### src/rtl/drbg_keystream_buffer.sv
// Seeds hash_drbg from an entropy source, buffers its 256-bit outputs
// and serializes them downstream as 32-bit keystream words.
module drbg_keystream_buffer #(
    parameter int DEPTH = 2
) (
    input  logic         clk,
    input  logic         reset_n,

    input  logic [255:0] ent_data,
    input  logic         ent_valid,
    output logic         ent_ready,

    output logic [255:0] entropy,
    output logic         update,
    input  logic         init_ready,
    input  logic         do_reseed,
    output logic         next,
    input  logic         next_ready,
    input  logic [255:0] random_bits,

    output logic [31:0]  ks_word,
    output logic         ks_valid,
    input  logic         ks_ready,

    output logic         seeded,
    output logic         overflow
);

    localparam int AW = $clog2(DEPTH);
    localparam logic [AW:0] FULL   = (AW+1)'(DEPTH);
    localparam logic [AW:0] ALMOST = (AW+1)'(DEPTH - 1);

    if (DEPTH < 2 || (DEPTH & (DEPTH - 1)) != 0) begin : g_depth_chk
        $error("DEPTH must be a power of two and at least 2");
    end

    typedef enum logic [1:0] {
        S_SEED,
        S_UPDATE,
        S_WAIT_INIT,
        S_RUN
    } state_t;

    state_t state;
    logic   init_q;

    logic [255:0]  mem [DEPTH];
    logic [AW-1:0] wr_ptr;
    logic [AW-1:0] rd_ptr;
    logic [AW:0]   fill;
    logic [2:0]    idx;

    logic push;
    logic drop;
    logic rd_fire;
    logic pop;
    logic space;
    logic init_rise;

    always_comb begin
        push      = next_ready && (fill < FULL);
        drop      = next_ready && (fill == FULL);
        rd_fire   = ks_valid && ks_ready;
        pop       = rd_fire && (idx == 3'd7);
        init_rise = init_ready && !init_q;
        // Withhold the request when the only free slot is being filled now.
        space     = (fill < ALMOST) ||
                    ((fill == ALMOST) && !next_ready);
    end

    assign ks_valid = (fill != '0);
    assign ks_word  = ks_valid ? mem[rd_ptr][{idx, 5'd0} +: 32] : '0;

    always_ff @(posedge clk or negedge reset_n) begin
        if (!reset_n) begin
            state     <= S_SEED;
            init_q    <= 1'b0;
            ent_ready <= 1'b0;
            entropy   <= '0;
            update    <= 1'b0;
            next      <= 1'b0;
            seeded    <= 1'b0;
        end else begin
            init_q <= init_ready;
            update <= 1'b0;
            unique case (state)
                S_SEED: begin
                    if (ent_valid && ent_ready) begin
                        entropy   <= ent_data;
                        update    <= 1'b1;
                        ent_ready <= 1'b0;
                        state     <= S_UPDATE;
                    end else begin
                        ent_ready <= 1'b1;
                    end
                end
                S_UPDATE: begin
                    state <= S_WAIT_INIT;
                end
                S_WAIT_INIT: begin
                    if (init_rise) begin
                        seeded <= 1'b1;
                        next   <= space;
                        state  <= S_RUN;
                    end
                end
                S_RUN: begin
                    if (do_reseed) begin
                        next      <= 1'b0;
                        ent_ready <= 1'b1;
                        state     <= S_SEED;
                    end else begin
                        next <= space;
                    end
                end
            endcase
        end
    end

    // Payload storage carries no reset; fill gates every read of it.
    always_ff @(posedge clk) begin
        if (push) begin
            mem[wr_ptr] <= random_bits;
        end
    end

    always_ff @(posedge clk or negedge reset_n) begin
        if (!reset_n) begin
            wr_ptr   <= '0;
            rd_ptr   <= '0;
            fill     <= '0;
            idx      <= '0;
            overflow <= 1'b0;
        end else begin
            if (drop) begin
                overflow <= 1'b1;
            end
            if (push) begin
                wr_ptr <= wr_ptr + 1'b1;
            end
            if (rd_fire) begin
                idx <= idx + 3'd1;
            end
            if (pop) begin
                rd_ptr <= rd_ptr + 1'b1;
            end
            unique case ({push, pop})
                2'b10:   fill <= fill + 1'b1;
                2'b01:   fill <= fill - 1'b1;
                default: fill <= fill;
            endcase
        end
    end

endmodule

### config.mk
export PLATFORM = sky130hd
export DESIGN_NAME = drbg_keystream_buffer
export DESIGN_NICKNAME = d
export VERILOG_FILES = /design/src/rtl/drbg_keystream_buffer.sv
export SDC_FILE = /design/constraint.sdc
export NUM_CORES = 1
export LEC_CHECK = 0
export CORE_AREA = 2 2 320 322
export DETAILED_ROUTE_END_ITERATION = 8
export DIE_AREA = 0 0 322 324
export SKIP_LAST_GASP = 1
export SLEW_MARGIN = 0
export SYNTH_ARGS = -nofsm -noshare
export SYNTH_HDL_FRONTEND = slang
export SYNTH_SLANG_ARGS = --single-unit
### constraint.sdc
create_clock -name clk -period 15.38 [get_ports clk]
set_clock_uncertainty 0.2 [all_clocks]
set_input_delay 2.307 -clock clk [delete_from_list [all_inputs] [get_ports clk]]
set_output_delay 2.307 -clock clk [all_outputs]
set_load 0.01 [all_outputs]
==> results.md <==
- In the finished design, the share of the clock period the worst path needs comes to 0.4313.
- Measured along the x axis, the die boundary spans 322 µm.
- The count of endpoints failing setup in the final report is 0.
- Summed over all layers, the global routing overflow is 0.
- The max-slew violation count is 0.
- The worst setup path is captured at an output port.
- The number of buffers on the longest clock path is 3.
- The most common flop cell mapped by yosys is edfxtp_1.
- Post-CTS timing repair inserted 0 buffers for setup.
- The H-tree was split into 3 levels.
- The worst setup path category is flop to output port.
- The classification of the worst-slack hold path is flop to flop.
- In this run the count of I/O pins placed on the die edge is 813.
- The total number of placement rows is 117.
- The maximum net fanout on the critical path is 62.
- After clock tree synthesis, the clock-pin slew on the worst setup and hold paths is about 0.06 ns.
- Counting every net in the synthesized netlist gives 2716.
- The average wire per standard cell is 24.67 µm.
- The clock latency on the worst-skew pair is around 0.67 ns.
- The layout overhead on the synthesized area is 40.29%.
- Ranked by instance count, the synthesized netlist is headed by nand2_1, edfxtp_1, dfrtp_1.
- The finished cells cover 42100 µm².
- The layout cell share with drive strength beyond 1 is 0.05394.
- The largest net degree at the start of global routing is 158.
- Ranked by total cell area, the synthesized netlist is headed by edfxtp_1, dfrtp_1, nand2_1.
- TritonCTS created 85 clock buffers.
- The number of search-and-repair iterations in the first detailed-routing pass is 5.
- The post-placement setup slack is 8.564 ns.
- The detailed-route vias per instance is 4.709.
- The detail route stage leaves a number of antenna-violating nets equal to 0.
- The total detailed-routing wirelength is 108300 µm.
- The starting density of the core is 0.2971.
- The area of the die is 104300 µm².
- The synthesized design contains 512 enable-type register cells.
- Hold is met by 0.2718 ns.
- For this block, the initial DRC count from the detailed router was 1978.
- The number of sinks on the clock net is between 700 and 800.
- The share of synthesized area in the top cell type comes to 0.5123.
- The type of element launching the critical path is a flop.
- The number of port buffers is a little over 800.
- The mapped netlist covers 30010 µm².
- The count of yosys warnings during synthesis is 0.
- The total via count after detailed routing is 20670.
- The fill cell total of the finished layout is 9455.
- The floorplan step set the die height to 324 µm.
- The layer flagged by global routing as most heavily used is met2.
- CTS placed an instance of clkbuf_16 at the clock tree root.
- The met2 usage is 0.3066.
- The cell taking the most area after synthesis is edfxtp_1.
- Data on the critical path is required at its endpoint by 12.87 ns.
- The worst-case vdd ir drop is 0.0001231 V.
- The synthesized area per cell is 13.72 µm².
- The peak clock frequency supported by timing is 150.8 MHz.
- The most common cell in the netlist is nand2_1.
- For this run, global-route usage on met3 was measured as 0.06768.
- The via count of the first global-routing pass is 20400.
- The first global-routing pass estimated 150300 µm of wire.
- The synthesized design contains just under 800 register bits.
- The count of hold buffers inserted by post-cts repair is 0.
- The weighted congestion reported at the end of routability-driven placement is 0.9810.
- In this run, distinct cell masters in the synthesized netlist total 33.
- The flow ran to the end, and the final reports show no timing, DRC or antenna violations.
- For this run, the register share of the synthesized area comes to 0.7383.
- At the pin with the least slew margin, the transition time is 1.118 ns.
- The initial antenna violation count was 49.
- Across all setup checks in the final design, the least slack found is 8.747 ns.
- Data arrives at the worst endpoint at ~4.1 ns.
- The placed standard-cell area is just under 40000 µm².
- The number of hold-slack violations in the final timing report is 0.
- The net count of the finished layout is 3520.
- The number of instances resized during post-cts repair is 0.
- The count of unresolved DRC violations after routing is 0.
- Summed over all failing endpoints, the final setup total negative slack is 0 ns.
- The fraction of met1 tracks used by global routing is 0.2737.
- After synthesis, the share of flip-flops with an asynchronous set or reset is 0.3461.
- The relative slew slack is 0.2550.
- Max-cap violations in this run came to 0.
- The TritonCTS clock tree is built.
- The global-route usage over all layers is 0.2032.
- The area of the core region is ~100000 µm².
- Summed over all nets, the half-perimeter wirelength after detailed placement is 79070 µm.
- The total leakage power is 16.81 nW.
- The final critical delay including setup and external delays is 6.633 ns.
- The cell count after synthesis came out at 2188.
- Dividing total power by cell area gives a power density of 196.2 nW/µm².
- Setup repair after global routing left no endpoint under its margin.
[worst max-delay path: stages, from the launching register on]
cell and delay, ns:
dfrtp_4 0.87, buf_4 0.94, mux2i_1 0.17, a22oi_1 0.23, nand2_1 0.06, o21ai_0 0.44, clkdlybuf4s50_1 0.65
[cells in the final DEF (no fill, tap or decap), types with 10 or more instances in the layout]
cell and count:
clkinv_2 12, edfxtp_1 512, dfrtp_1 270, nand2_1 801
clkdlybuf4s50_1 811, clkbuf_1 22, clkbuf_16 86, mux4_2 10
o21ai_0 30, nand3_1 32, mux2i_1 238, buf_4 22
a22oi_1 116, clkinv_1 17, diode_2 21
[metal layers]
layer,up-vias,routed length (µm),share of wire
met2,855,49080,0.45
met4,20,2840,0.026
met3,190,10160,0.094
met1,10270,46090,0.43
li1,9337,-,-
met5,-,126,0.0012
[sequential cells by signal (all words and copies together), names as in the netlist]
register and count:
ent_ready 1, entropy 256, fill 2, idx 3, init_q 1, mem 512
next 1, overflow 1, rd_ptr 1, seeded 1, state 2, update 1
wr_ptr 1
[worst paths after layout]
kind | to | startpoint | cells past startpoint | slack (ns)
worst min-delay path | entropy[169]$_DFFE_PN0P_ | entropy[169]$_DFFE_PN0P_ | 2 | 0.27
worst max register to register | mem[0][135]$_DFFE_PP_ | fill[1]$_DFFE_PN0P_ | 6 | 10.93
max in group asynchronous | entropy[149]$_DFFE_PN0P_ | reset_n | 4 | 10.35
worst max-delay path | ks_word[18] | rd_ptr$_DFFE_PN0P_ | 6 | 8.75
min in group asynchronous | entropy[128]$_DFFE_PN0P_ | reset_n | 1 | 1.39
worst min register to register | entropy[169]$_DFFE_PN0P_ | entropy[169]$_DFFE_PN0P_ | 2 | 0.27
[area by class of cell]
cell class	instances	area (µm²)	area share
flip-flops and latches	783	22160	0.5263
repair buffers	836	8338	0.1980
multi-input cells	1278	7276	0.1728
clock buffers	110	2262	0.05373
well taps	1309	1638	0.03890
clock inverters	44	340.3	0.008083
diodes	21	52.55	0.001248
inverters	8	37.54	0.0008915
[per-stage QoR]
stage	cells	total power, W	utilization
4_1_cts	4368	0.008334	0.4163
6_report	4389	0.008263	0.4168
3_3_place_gp	4214	0.006348	0.3905
5_1_grt	4386	0.008701	0.4168
2_1_floorplan	2188	0.004805	-
3_5_place_dp	4214	0.006376	0.3905
[logic make-up (layout without fill, tap and decap cells)]
| kind of cell | Yosys count | after routing | share of synthesized area |
|---|---|---|---|
| and+or+nand+nor | 853 | 853 | 0.1094 |
| buffers and inverters | 127 | 998 | 0.02118 |
| xor gates and xnor gates | 5 | 5 | 0.001459 |
| muxes | 252 | 252 | 0.08838 |
| DFF | 783 | 783 | 0.7383 |
| other | 0 | 21 | 0 |
| adders and majority gates | 9 | 9 | 0.003752 |
| AOI/OAI and AO/OA | 159 | 159 | 0.03756 |
[where the power goes]
| group | switching [W] | internal [W] |
|---|---|---|
| clock | 0.000866 | 0.00106 |
| combinational | 0.00175 | 0.00138 |
| sequential | 0.000298 | 0.00290 |
Power figures use the tool's default switching activity.
